`src/rtl/burst_dma_engine.sv`:
```
// Burst DMA master: moves 1..2^MAX_BURST_LOG2 words between the word buffer and the system bus; DMA_TIMEOUT_EN adds a watchdog.
// Write bursts stream one word per cycle using a lookahead buffer address and hold on busyIN; read data lands in the buffer one cycle after data_validIN.
module burst_dma_engine #(
   parameter int BUF_ADDR_WIDTH = 9,
   parameter int MAX_BURST_LOG2 = 8,
   parameter int TIMEOUT_CYCLES = 1024
) (
   input  logic                      clock,
   input  logic                      reset,
   input  logic                      start_write,
   input  logic                      start_read,
   input  logic [31:0]               start_address,
   input  logic [3:0]                start_byte_enable,
   input  logic [7:0]                burst_len,
   input  logic [BUF_ADDR_WIDTH-1:0] buf_start,
   output logic                      dma_ready,
   output logic                      dma_done,
   output logic                      dma_error,
   output logic [8:0]                words_done,
   output logic [BUF_ADDR_WIDTH-1:0] bufferAddress,
   output logic [31:0]               dataIn,
   output logic                      writeEnable,
   input  logic [31:0]               dataOut,
   input  logic [31:0]               address_dataIN,
   input  logic                      end_transactionIN,
   input  logic                      data_validIN,
   input  logic                      busyIN,
   input  logic                      errorIN,
   output logic [31:0]               address_dataOUT,
   output logic [3:0]                byte_enableOUT,
   output logic [7:0]                burst_sizeOUT,
   output logic                      read_n_writeOUT,
   output logic                      begin_transactionOUT,
   output logic                      end_transactionOUT,
   output logic                      data_validOUT,
   output logic                      busyOUT,
   output logic                      request,
   input  logic                      granted,
   output logic [3:0]                dma_state
);

   typedef enum logic [3:0] {
      IDLE      = 4'd0,
      PREFETCH  = 4'd1,
      REQ       = 4'd2,
      HANDSHAKE = 4'd3,
      WDATA     = 4'd4,
      RDATA     = 4'd5,
      WFLUSH    = 4'd6,
      FINISH    = 4'd7
   } state_t;

   state_t                    state, state_nxt;
   logic [31:0]               addr_q;
   logic [3:0]                be_q;
   logic [7:0]                len_q, len_m;
   logic                      rnw_q;
   logic [BUF_ADDR_WIDTH-1:0] ptr;
   logic [31:0]               wr_dat;
   logic                      pend;
   logic [8:0]                total, rx_total;
   logic                      last, accept, abort, tmo_hit;

   always_comb begin
      len_m = burst_len;
      for (int i = 0; i < 8; i++) begin
         if (i >= MAX_BURST_LOG2) len_m[i] = 1'b0;
      end
   end

   assign total    = {1'b0, len_q} + 9'd1;
   assign rx_total = words_done + {8'd0, data_validIN};
   assign last     = (words_done + 9'd1) == total;
   assign accept   = (state == IDLE) && (start_write || start_read);
   assign abort    = (state != IDLE) && (errorIN || tmo_hit);
   assign busyOUT  = 1'b0;
   assign dma_state = state;

`ifdef DMA_TIMEOUT_EN
   localparam int TW = $clog2(TIMEOUT_CYCLES + 1);
   localparam logic [TW-1:0] TMO_LAST = TW'(TIMEOUT_CYCLES - 1);
   logic [TW-1:0] tmo_cnt;
   logic          counting, progress;

   always_comb begin
      counting = (state == REQ) || (state == WDATA) || (state == RDATA);
      progress = ((state == REQ) && granted) || ((state == WDATA) && !busyIN) ||
                 ((state == RDATA) && data_validIN);
   end

   always_ff @(posedge clock or negedge reset) begin
      if (!reset)                    tmo_cnt <= '0;
      else if (!counting || progress) tmo_cnt <= '0;
      else                           tmo_cnt <= tmo_cnt + 1'b1;
   end

   assign tmo_hit = counting && !progress && (tmo_cnt == TMO_LAST);
`else
   logic cfg_unused;
   assign cfg_unused = (TIMEOUT_CYCLES != 0);
   assign tmo_hit    = 1'b0;
`endif

   always_ff @(posedge clock or negedge reset) begin
      if (!reset) state <= IDLE;
      else        state <= state_nxt;
   end

   always_comb begin
      state_nxt = state;
      if (abort) begin
         state_nxt = IDLE;
      end else begin
         case (state)
            IDLE:      if (start_write) state_nxt = PREFETCH;
                       else if (start_read) state_nxt = REQ;
            PREFETCH:  state_nxt = REQ;
            REQ:       if (granted) state_nxt = HANDSHAKE;
            HANDSHAKE: state_nxt = rnw_q ? RDATA : WDATA;
            WDATA:     if (!busyIN && last) state_nxt = FINISH;
            RDATA:     if (end_transactionIN) state_nxt = data_validIN ? WFLUSH : FINISH;
            WFLUSH:    state_nxt = FINISH;
            FINISH:    state_nxt = IDLE;
            default:   state_nxt = IDLE;
         endcase
      end
   end

   // In WDATA the address runs one word ahead so dataOut is ready on the next accepted cycle.
   always_comb begin
      dma_ready            = 1'b0;
      dma_done             = 1'b0;
      request              = 1'b0;
      begin_transactionOUT = 1'b0;
      end_transactionOUT   = 1'b0;
      data_validOUT        = 1'b0;
      address_dataOUT      = '0;
      byte_enableOUT       = '0;
      burst_sizeOUT        = '0;
      read_n_writeOUT      = 1'b0;
      bufferAddress        = ptr;
      writeEnable          = pend;
      dataIn               = pend ? wr_dat : '0;
      case (state)
         IDLE:      dma_ready = 1'b1;
         REQ:       request = 1'b1;
         HANDSHAKE: begin
            begin_transactionOUT = 1'b1;
            address_dataOUT      = addr_q;
            byte_enableOUT       = be_q;
            burst_sizeOUT        = len_q;
            read_n_writeOUT      = rnw_q;
            end_transactionOUT   = abort;
         end
         WDATA: begin
            data_validOUT      = 1'b1;
            address_dataOUT    = dataOut;
            end_transactionOUT = abort || (!busyIN && last);
            if (!busyIN) bufferAddress = ptr + 1'b1;
         end
         FINISH:    dma_done = !abort;
         default: ;
      endcase
   end

   always_ff @(posedge clock or negedge reset) begin
      if (!reset) begin
         addr_q     <= '0;
         be_q       <= '0;
         len_q      <= '0;
         rnw_q      <= 1'b0;
         ptr        <= '0;
         wr_dat     <= '0;
         pend       <= 1'b0;
         words_done <= '0;
         dma_error  <= 1'b0;
      end else begin
         pend <= 1'b0;
         if (pend) ptr <= ptr + 1'b1;
         if (accept) begin
            addr_q     <= start_address;
            be_q       <= start_byte_enable;
            len_q      <= len_m;
            rnw_q      <= ~start_write;
            ptr        <= buf_start;
            words_done <= '0;
            dma_error  <= 1'b0;
         end
         if (abort) dma_error <= 1'b1;
         if (!abort && (state == WDATA) && !busyIN) begin
            ptr        <= ptr + 1'b1;
            words_done <= words_done + 9'd1;
         end
         if (!abort && (state == RDATA)) begin
            if (data_validIN) begin
               wr_dat     <= address_dataIN;
               pend       <= 1'b1;
               words_done <= words_done + 9'd1;
            end
            if (end_transactionIN && (rx_total < total)) dma_error <= 1'b1;
         end
      end
   end

endmodule

```
`config.mk`:
```
export PLATFORM = sky130hd
export DESIGN_NAME = burst_dma_engine
export DESIGN_NICKNAME = d
export VERILOG_FILES = /design/src/rtl/burst_dma_engine.sv
export SDC_FILE = /design/constraint.sdc
export NUM_CORES = 1
export LEC_CHECK = 0
export ABC_AREA = 1
export BUFFER_PORTS_ARGS = -buffer_cell sky130_fd_sc_hd__buf_4
export CAP_MARGIN = 10
export CORE_MARGIN = 2
export CORE_UTILIZATION = 44
export DETAILED_ROUTE_END_ITERATION = 8
export PLACE_DENSITY = 0.87
export SLEW_MARGIN = 20
export SYNTH_ARGS = -nofsm -noshare
export SYNTH_HDL_FRONTEND = slang
export SYNTH_SLANG_ARGS = --single-unit
```
`constraint.sdc`:
```
create_clock -name clock -period 2.1 [get_ports clock]
set_input_delay 0.21 -clock clock [delete_from_list [all_inputs] [get_ports clock]]
set_output_delay 0.21 -clock clock [all_outputs]
set_load 0.01 [all_outputs]
```
== Yosys cells after proc, flatten, opt, wreduce, memory -nomap -nowiden ==
Index checks and enable logic that the tools add are counted.

* Register bits: 101
* Input bits: 126
* Output and inout port bits: 108

* $add $sub $neg: 4
* $lt $le $gt $ge: 1
* Equal/unequal tests: 12
* Mux-type cells: 35
* Bitwise logic cells: 1
* Reduce and logical (&&, ||, !) cells: 16

{| class="wikitable"
|+ Operators by type and width
! kind !! number
|-
| 9-bit 2-to-1 mux || 9
|-
| 32-bit case mux with 2 select lines || 1
|-
| 32-bit 2-to-1 mux || 1
|-
| 4-bit 2-to-1 mux || 7
|-
| 4-bit case mux with 7 select lines || 1
|-
| 9-bit by 1-bit adder with 9-bit output, second input constant || 2
|-
| 4-bit by 3-bit == test with 1-bit output, second input constant || 4
|-
| 1-bit 2-to-1 mux || 14
|-
| 8-bit by 1-bit adder with 9-bit output, second input constant || 1
|-
| 9-bit by 1-bit adder with 9-bit output || 1
|-
| 9-bit == test || 1
|-
| 9-bit less-than comparator || 1
|-
| 3-bit inequality test, second input constant || 3
|-
| 4-bit by 2-bit == test with 1-bit output, second input constant || 2
|-
| 8-bit 2-to-1 mux || 1
|-
| 1-bit logical AND || 7
|-
| 4-bit by 1-bit == test with 1-bit output, second input constant || 1
|-
| 4-bit logical NOT || 1
|-
| 4-bit inequality test, second input constant || 1
|-
| 4-bit AND reduction || 1
|-
| 4-bit nonzero test || 1
|-
| 3-bit nonzero test || 1
|-
| 1-bit logical NOT || 2
|-
| 1-bit logical OR || 2
|-
| 3 further kinds || 3
|}

== Logic depth before layout (Yosys ltp) ==
Gate-level depths: netlist (run 1).

* Word-level depth: 8
* Depth in mapped cells: 13

== Worst setup path after synthesis (run 1) ==
OpenSTA, ideal clock, no wires.

* Path kind: register to register
* Start: register words_done[0]
* End: register dma_error
* Arrival: 1.964 ns
* Setup slack: 0.054 ns
* Stages on the path, launching flop included: 11
* Buffers on the path: 0
* Path through: dfrtp_1 -> ha_1 -> ha_1 -> nand3_1 -> nor3_1 -> xor2_1 -> ha_1 -> a21oi_1 -> o21a_1 -> nand4_1 -> o21ai_0

* Word-level cells in the longest chain between the ends: 5

{| class="wikitable"
|+ RTL lines
! what !! line !! source
|-
| start: declaration || 19 || <nowiki>output logic [8:0] words_done,</nowiki>
|-
| start signal: assignment || 192 || <nowiki>words_done <= words_done + 9'd1;</nowiki>
|-
| start signal: assignment || 198 || <nowiki>words_done <= words_done + 9'd1;</nowiki>
|-
| 9-bit by 1-bit adder with 9-bit output || 72 || <nowiki>assign rx_total = words_done + {8'd0, data_validIN};</nowiki>
|-
| 9-bit less-than comparator || 200 || <nowiki>if (end_transactionIN && (rx_total < total)) dma_error <= 1'b1;</nowiki>
|-
| 1-bit logical AND || 200 ||
|-
| 1-bit 2-to-1 mux || 200 ||
|-
| 1-bit 2-to-1 mux || 194 || <nowiki>if (!abort && (state == RDATA)) begin</nowiki>
|-
| end signal: assignment || 187 || <nowiki>dma_error <= 1'b0;</nowiki>
|-
| end signal: assignment || 189 || <nowiki>if (abort) dma_error <= 1'b1;</nowiki>
|-
| end signal: assignment || 200 ||
|-
| end: declaration || 18 || <nowiki>output logic dma_error,</nowiki>
|}

Every way passes these cells.
A chain may end at the register's enable or synchronous reset.

== Worst setup path in the final report (run 1) ==
* Start: register words_done[0]
* End: output end_transactionOUT

* Word-level cells in the longest chain between the ends: 5

{| class="wikitable"
|+ RTL lines
! what !! line !! source
|-
| 9-bit by 1-bit adder with 9-bit output || 73 || <nowiki>assign last = (words_done + 9'd1) == total;</nowiki>
|-
| 9-bit == test || 73 ||
|-
| 1-bit logical AND || 158 || <nowiki>end_transactionOUT = abort || (!busyIN && last);</nowiki>
|-
| 1-bit logical OR || 158 ||
|-
| 1-bit case mux with 2 select lines || 144 || <nowiki>case (state)</nowiki>
|-
| end: declaration || 34 || <nowiki>output logic end_transactionOUT,</nowiki>
|}

Every way passes these cells.

==> results of run 1 <==
==> cell type report <==
cell class	count	area share [%]
multi-input cells	560	34.92
clock inverters	3	0.2716
flip-flops and latches	100	30.27
well taps	172	2.595
repair buffers	267	24.75
clock buffers	12	3.093
inverters	90	4.104
==> cell families after synthesis <==
| group | Yosys count |
|---|---|
| and+or+nand+nor | 429 |
| buffers and inverters | 123 |
| DFF | 100 |
| AOI/OAI and AO/OA | 96 |
| xor gates and xnor gates | 20 |
| adders and majority gates | 13 |
| other | 1 |
==> state kept, by name, indices dropped and copies added (netlist names), 3 cells and up <==
register    cells
ptr             9
wr_dat         32
words_done      9
addr_q         32
be_q            4
len_q           8
dma_state       3
==> worst min path at each step <==
stage	from	endpoint	slack [ns]
2_1_floorplan	reset	addr_q[0]	-0.09
3_3_place_gp	reset	be_q[2]	0.29
3_5_place_dp	reset	be_q[2]	0.30
4_1_cts	start_address[5]	addr_q[5]	0.06
5_1_grt	address_dataIN[9]	wr_dat[9]	0.06
6_report	start_address[5]	addr_q[5]	0.06
==> repair_timing <==
| item | CTS | global route |
|---|---|---|
| endpoints found under the setup margin | 4 | 9 |
| resized for setup | 16 | 32 |
| buffers inserted | 3 | 13 |
| hold endpoints to repair | 47 | 0 |
| hold buffers | 1 | 0 |
| pin swaps | 5 | 15 |
==> critical path: stages (launching register included) <==
cell     delay [ns]
dfrtp_1        0.41
buf_6          0.14
ha_4           0.18
nor2_2         0.11
nor2_1         0.06
nand2_1        0.07
nand2_1        0.06
nor2_1         0.12
nand3_1        0.08
nor2_1         0.11
nand3_2        0.10
o21ai_2        0.15
buf_4          0.15
==> power by group <==
group          switching, mW  internal, mW  leakage, nW  total, mW
clock network          0.711         0.863        0.127       1.57
registers              0.609          2.73         1.27       3.34
logic                   2.62          1.97         3.30       4.59
==> layout by cell type, fill, tap and decap left out, drive strengths merged, types with 2 or more instances in the layout <==
master | Yosys | final
nor2 | 53 | 53
a21oi | 9 | 9
nor3 | 7 | 7
buf | 15 | 266
dfrtp | 100 | 100
a31oi | 2 | 2
o21ai | 38 | 38
xor2 | 18 | 18
clkinvlp | 0 | 3
ha | 13 | 13
xnor2 | 2 | 2
nand3 | 29 | 29
inv | 89 | 89
conb | 1 | 2
nand2 | 337 | 337
a22o | 32 | 32
o22ai | 11 | 11
or2 | 2 | 2
clkbuf | 18 | 12
==> per-stage QoR <==
step / hold slack, ns / cell area [um2] / power (mW) / utilization, % / cells
after detailed placement: 0.2969 / 7690 / 7.578 / 60.69 / 1172
after global routing: 0.05973 / 8292 / 10.24 / 65.44 / 1204
after global placement: 0.2922 / 7690 / 7.449 / 60.69 / 1172
final: 0.05684 / 8292 / 9.504 / 65.44 / 1204
after floorplan: -0.08559 / 5717 / 5.859 / - / 783
after CTS: 0.05584 / 8065 / 9.288 / 63.65 / 1191
==> per-layer routing <==
metal	wire, um	up-vias	global-route usage, %
met3	1199	36	5.233
met2	9059	228	43.20
met4	439	0	8.584
li1	-	2928	-
met1	6799	2758	28.46
met5	0	-	0
==> results.md, run 1 <==
* Gr ovfl total at 0
* FF+latch count, synth at 100
* Flop2flop setup slack at -0.05 ns
* Core box area at 0.01267 mm2
* Layout area overhead at 45.14%
* Via count at 5950
* Post-synth EDFFs at 0
* Main synth FF type: dfrtp_1
* CTS sink count at 100
* Mux cell area share after synthesis at 0%
* Startpoint types: flop
* Power density cells at 1146 mW/mm2
* Initial core utilization at 45.09%
* Worst VDD drop at 0.7606 mV
* Worst R2R Start: words_done[0]
* Count leader, synth: nand2_1
* Yosys top cell by area: dfrtp_1
* Area of the die at 0.01391 mm2
* Port Buffers at 231
* CTS tree: yes
* Post-synthesis async set-or-reset flop share at 100.0%
* Initial antenna violation count at 0
* Static Leak at 4.707 nW
* Simple logic cell fraction of the synthesized area at 30.55%
* Final antenna-violating net count at 0
* Largest family of logic cells by synthesized area: simple AND/OR/NAND/NOR gates
* Final slew viol count at 0
* Clock skew at 0.006684 ns
* Root buffer cell: clkbuf_16
* I/O pin cnt at 234
* Fin worst setup slack at -0.2063 ns
* Nets@finish at 1167
* Worst-Margin Slew at 0.6633 ns
* Worst Reg-to-Reg Cells at 11
* Die width at 117.9 um
* Crit path kind: reg2out
* Crit path DAT at 2.10 ns
* Share of the synthesized area in the top cell type at 43.80%
* Total Wirelength at 17.50 mm
* Worst r2r dst: dma_error
* DRT Pass-1 Iters at 5
* Area of the multi-input gates at 0.002895 mm2
* Hold path cells at 3
* Minimum clock period at 2.306 ns
* Pre-CTS WS at -0.06000 ns
* WL/cell at 14.53 um
* Largest net degree at the start of global routing at 57
* Failing checks: setup timing
* Synth unique cells at 36
* CTS Buf Count at 9
* Clk_lat worst skew at 0.34 ns
* H-Tree Depth at 3
* Slew Limit Headroom at 55.78%
* Adder-cell area share of the yosys netlist at 2.847%
* Detailed placer's ending HPWL at 12.91 mm
* DR vias/cell at 4.942
* CTS Buffer Depth at 2
* Vias in the first global route at 5773
* Synthesized area per cell at 7.306 um2
* Xor-xnor portion of the synthesized cell area at 3.066%
* DRT iter0 DRCs at 358
* Yosys Warn Count at 0
* CP max FO at 5
* Final GP Congestion at 0.9209
* Share of cells above drive strength 1 at 33.33%
* Syn Inst Count at 782
* Row count at 41
* First-pass GRT wire length at 27.39 mm
* Storage cell area at 0.002510 mm2
* RSZ-0062 raised after global routing: true
* Top post-synthesis cells by count: nand2_1, dfrtp_1, inv_1, nor2_1, a22o_1
* Post-synthesis compound-gate area fraction at 10.97%
* TNS Setup at -0.2623 ns
* CP Data Required Time at 1.89 ns
* Max Cap Violations at 0
* HP Class: in2reg
* Die Ht at 117.9 um
* Fmax at 433.6 MHz
* Critical path launch point: words_done[0]
* Final hold viol count at 0
* Sequential share of the synthesized area at 43.80%
* Crit end category: output pin
* Gr usage total at 24.15%
* Top area cells in the synthesized netlist: dfrtp_1, nand2_1, inv_1
* Reg clk slew, reported paths at 0.07 ns
* Critical Path End: end_transactionOUT
* # DRC at 0
* Period utilization at 109.8%
* Synth Cell Area at 0.005713 mm2
* Final setup fails at 3
* Outcome: complete, but fails checks
* Number of fill cells at 1061
* ANT cells at 0
Note: power is estimated with default switching activity, not from simulation.
==> inputs of run 2 (changes only) <==
--- a/config.mk
+++ b/config.mk
@@ -8,10 +8,11 @@
 export ABC_AREA = 1
 export BUFFER_PORTS_ARGS = -buffer_cell sky130_fd_sc_hd__buf_4
 export CAP_MARGIN = 10
+export CORE_ASPECT_RATIO = 1.2
 export CORE_MARGIN = 2
-export CORE_UTILIZATION = 44
+export CORE_UTILIZATION = 40
 export DETAILED_ROUTE_END_ITERATION = 8
-export PLACE_DENSITY = 0.87
+export PLACE_DENSITY = 0.81
 export SLEW_MARGIN = 20
 export SYNTH_ARGS = -nofsm -noshare
 export SYNTH_HDL_FRONTEND = slang
==> results.md, run 2 (synthesis results as in run 1) <==
* Outcome: complete, but fails checks
* Failing checks: DRC, setup timing
* Via count at 5816
* Total Wirelength at 17.50 mm
* CTS sink count at 100
* ANT cells at 0
* Final antenna-violating net count at 0
* I/O pin cnt at 234
* Final slew viol count at 0
* Crit path kind: reg2out
* Startpoint types: flop
* Delay of the slowest cell on the worst path at 0.37 ns
* Period utilization at 110.0%
* Area of the die at 0.01526 mm2
* Most frequent cells in the layout: nand2_1, buf_4, dfrtp_1
* Fin worst setup slack at -0.2098 ns
* Vias in the first global route at 5561
* RSZ-0062 raised after global routing: true
* HP Class: in2reg
* Die width at 113.1 um
* Largest regs: addr_q x32, wr_dat x32
* Layout area overhead at 44.31%
* DR vias/cell at 4.867
* Clk_lat worst skew at 0.34 ns
* Minimum clock period at 2.310 ns
* CTS Buffer Depth at 2
* WL/cell at 14.65 um
* Clock skew at 0.008754 ns
* Power density cells at 1156 mW/mm2
* Pre-CTS WS at -0.03124 ns
* Gr ovfl total at 0
* Overall power at 9.533 mW
* H-Tree Depth at 3
* Static Leak at 4.679 nW
* Detailed placer's ending HPWL at 12.84 mm
* CP Data Required Time at 1.89 ns
* Worst VDD drop at 0.8397 mV
* Commonest non-fill, non-tap cell in the layout: nand2_1
* Reg clk slew, reported paths at 0.07 ns
* Slew Limit Headroom at 64.12%
* Root buffer cell: clkbuf_16
* Initial antenna violation count at 0
* Initial core utilization at 41.16%
* WHS at 0.05374 ns
* Final setup fails at 1
* Gr usage total at 22.25%
* Die Ht at 134.9 um
* Fmax at 432.9 MHz
* DRT Pass-1 Iters at 6
* Nets@finish at 1158
* CTS tree: yes
* # DRC at 5
* Final GP Congestion at 0.9138
* Row count at 47
* Worst-Margin Slew at 0.5382 ns
* First-pass GRT wire length at 27.08 mm
* Crit end category: output pin
* Port Buffers at 231
* Crit-path cells: buf_6 -> buf_6 -> clkinvlp_4 -> nor2_4 -> nand2_2 -> nand2_2 -> nand2_4 -> nand3_2 -> nand2_1 -> nor2_1 -> nand3_2 -> o21ai_1 -> buf_4
* Largest net degree at the start of global routing at 63
* Share of cells above drive strength 1 at 33.11%
* Core box area at 0.01388 mm2
* Crit path DAT at 2.10 ns
* CP max FO at 4
* CP max stage cell: dfrtp_1
* Final hold viol count at 0
* Max Cap Violations at 0
* DRT iter0 DRCs at 235
* CTS Buf Count at 9
[run 2: cell type report]
cell class	instances	area, um2
Sequential cell	100	2507
Timing Repair Buffer	258	1988
Inverter	90	344.1
Fill cell	1228	5634
Clock buffer	11	242.7
Clock inverter	5	60.06
Tap cell	171	214.0
Multi-Input combinational cell	560	2888
[run 2: report_power, final]
part	internal, mW	switching (mW)	leakage [nW]	total [mW]
Combinational	1.95	2.58	3.26	4.53
Clock	0.962	0.748	0.146	1.71
Sequential	2.72	0.564	1.28	3.29
[run 2: path summary, 6_finish.rpt]
check                      cells past startpoint                  to  slack (ns)              start
setup / recovery                              13  end_transactionOUT       -0.21      words_done[0]
hold / removal                                 3          addr_q[17]        0.05  start_address[17]
setup reg to reg                              11           dma_error        0.03      words_done[0]
hold reg to reg                                2          wr_dat[20]        0.47         wr_dat[20]
max in group asynchronous                      3              ptr[2]        1.16              reset
min in group asynchronous                      2             be_q[1]        0.20              reset
[run 2: metrics by stage]
| step | setup TNS (ns) | instance area [um2] | cells | util (%) |
|---|---|---|---|---|
| after floorplan | 0 | 5717 | 783 | - |
| after global placement | 0 | 7644 | 1165 | 55.08 |
| after detailed placement | -0.03124 | 7644 | 1165 | 55.08 |
| after CTS | -0.2641 | 8063 | 1189 | 58.10 |
| after global routing | -0.4621 | 8244 | 1195 | 59.40 |
| final | -0.2098 | 8244 | 1195 | 59.40 |
[run 2: worst max-delay path, delay by kind of cell, from the launching register on]
kind | cells | cell delay (ns)
flops | 1 | 0.37
buf+inv | 4 | 0.49
simple gates | 8 | 0.75
compound gates | 1 | 0.13
[run 2: what timing repair did]
| item | 4_1_cts | 5_1_grt |
|---|---|---|
| pin swaps | 10 | 19 |
| hold endpoints to repair | 65 | 0 |
| hold buffers | 1 | 0 |
| setup buffers | 7 | 7 |
| endpoints found under the setup margin | 5 | 4 |
| resized for setup | 14 | 35 |
[run 2: per-layer routing]
layer  vias to the layer above  wire (um)  global-route usage [%]
met3                        37        888                   4.084
met4                         0        497                   9.079
met5                         -          0                       0
met1                      2696       6929                   26.10
met2                       171       9188                   39.95
li1                       2912          -                       -
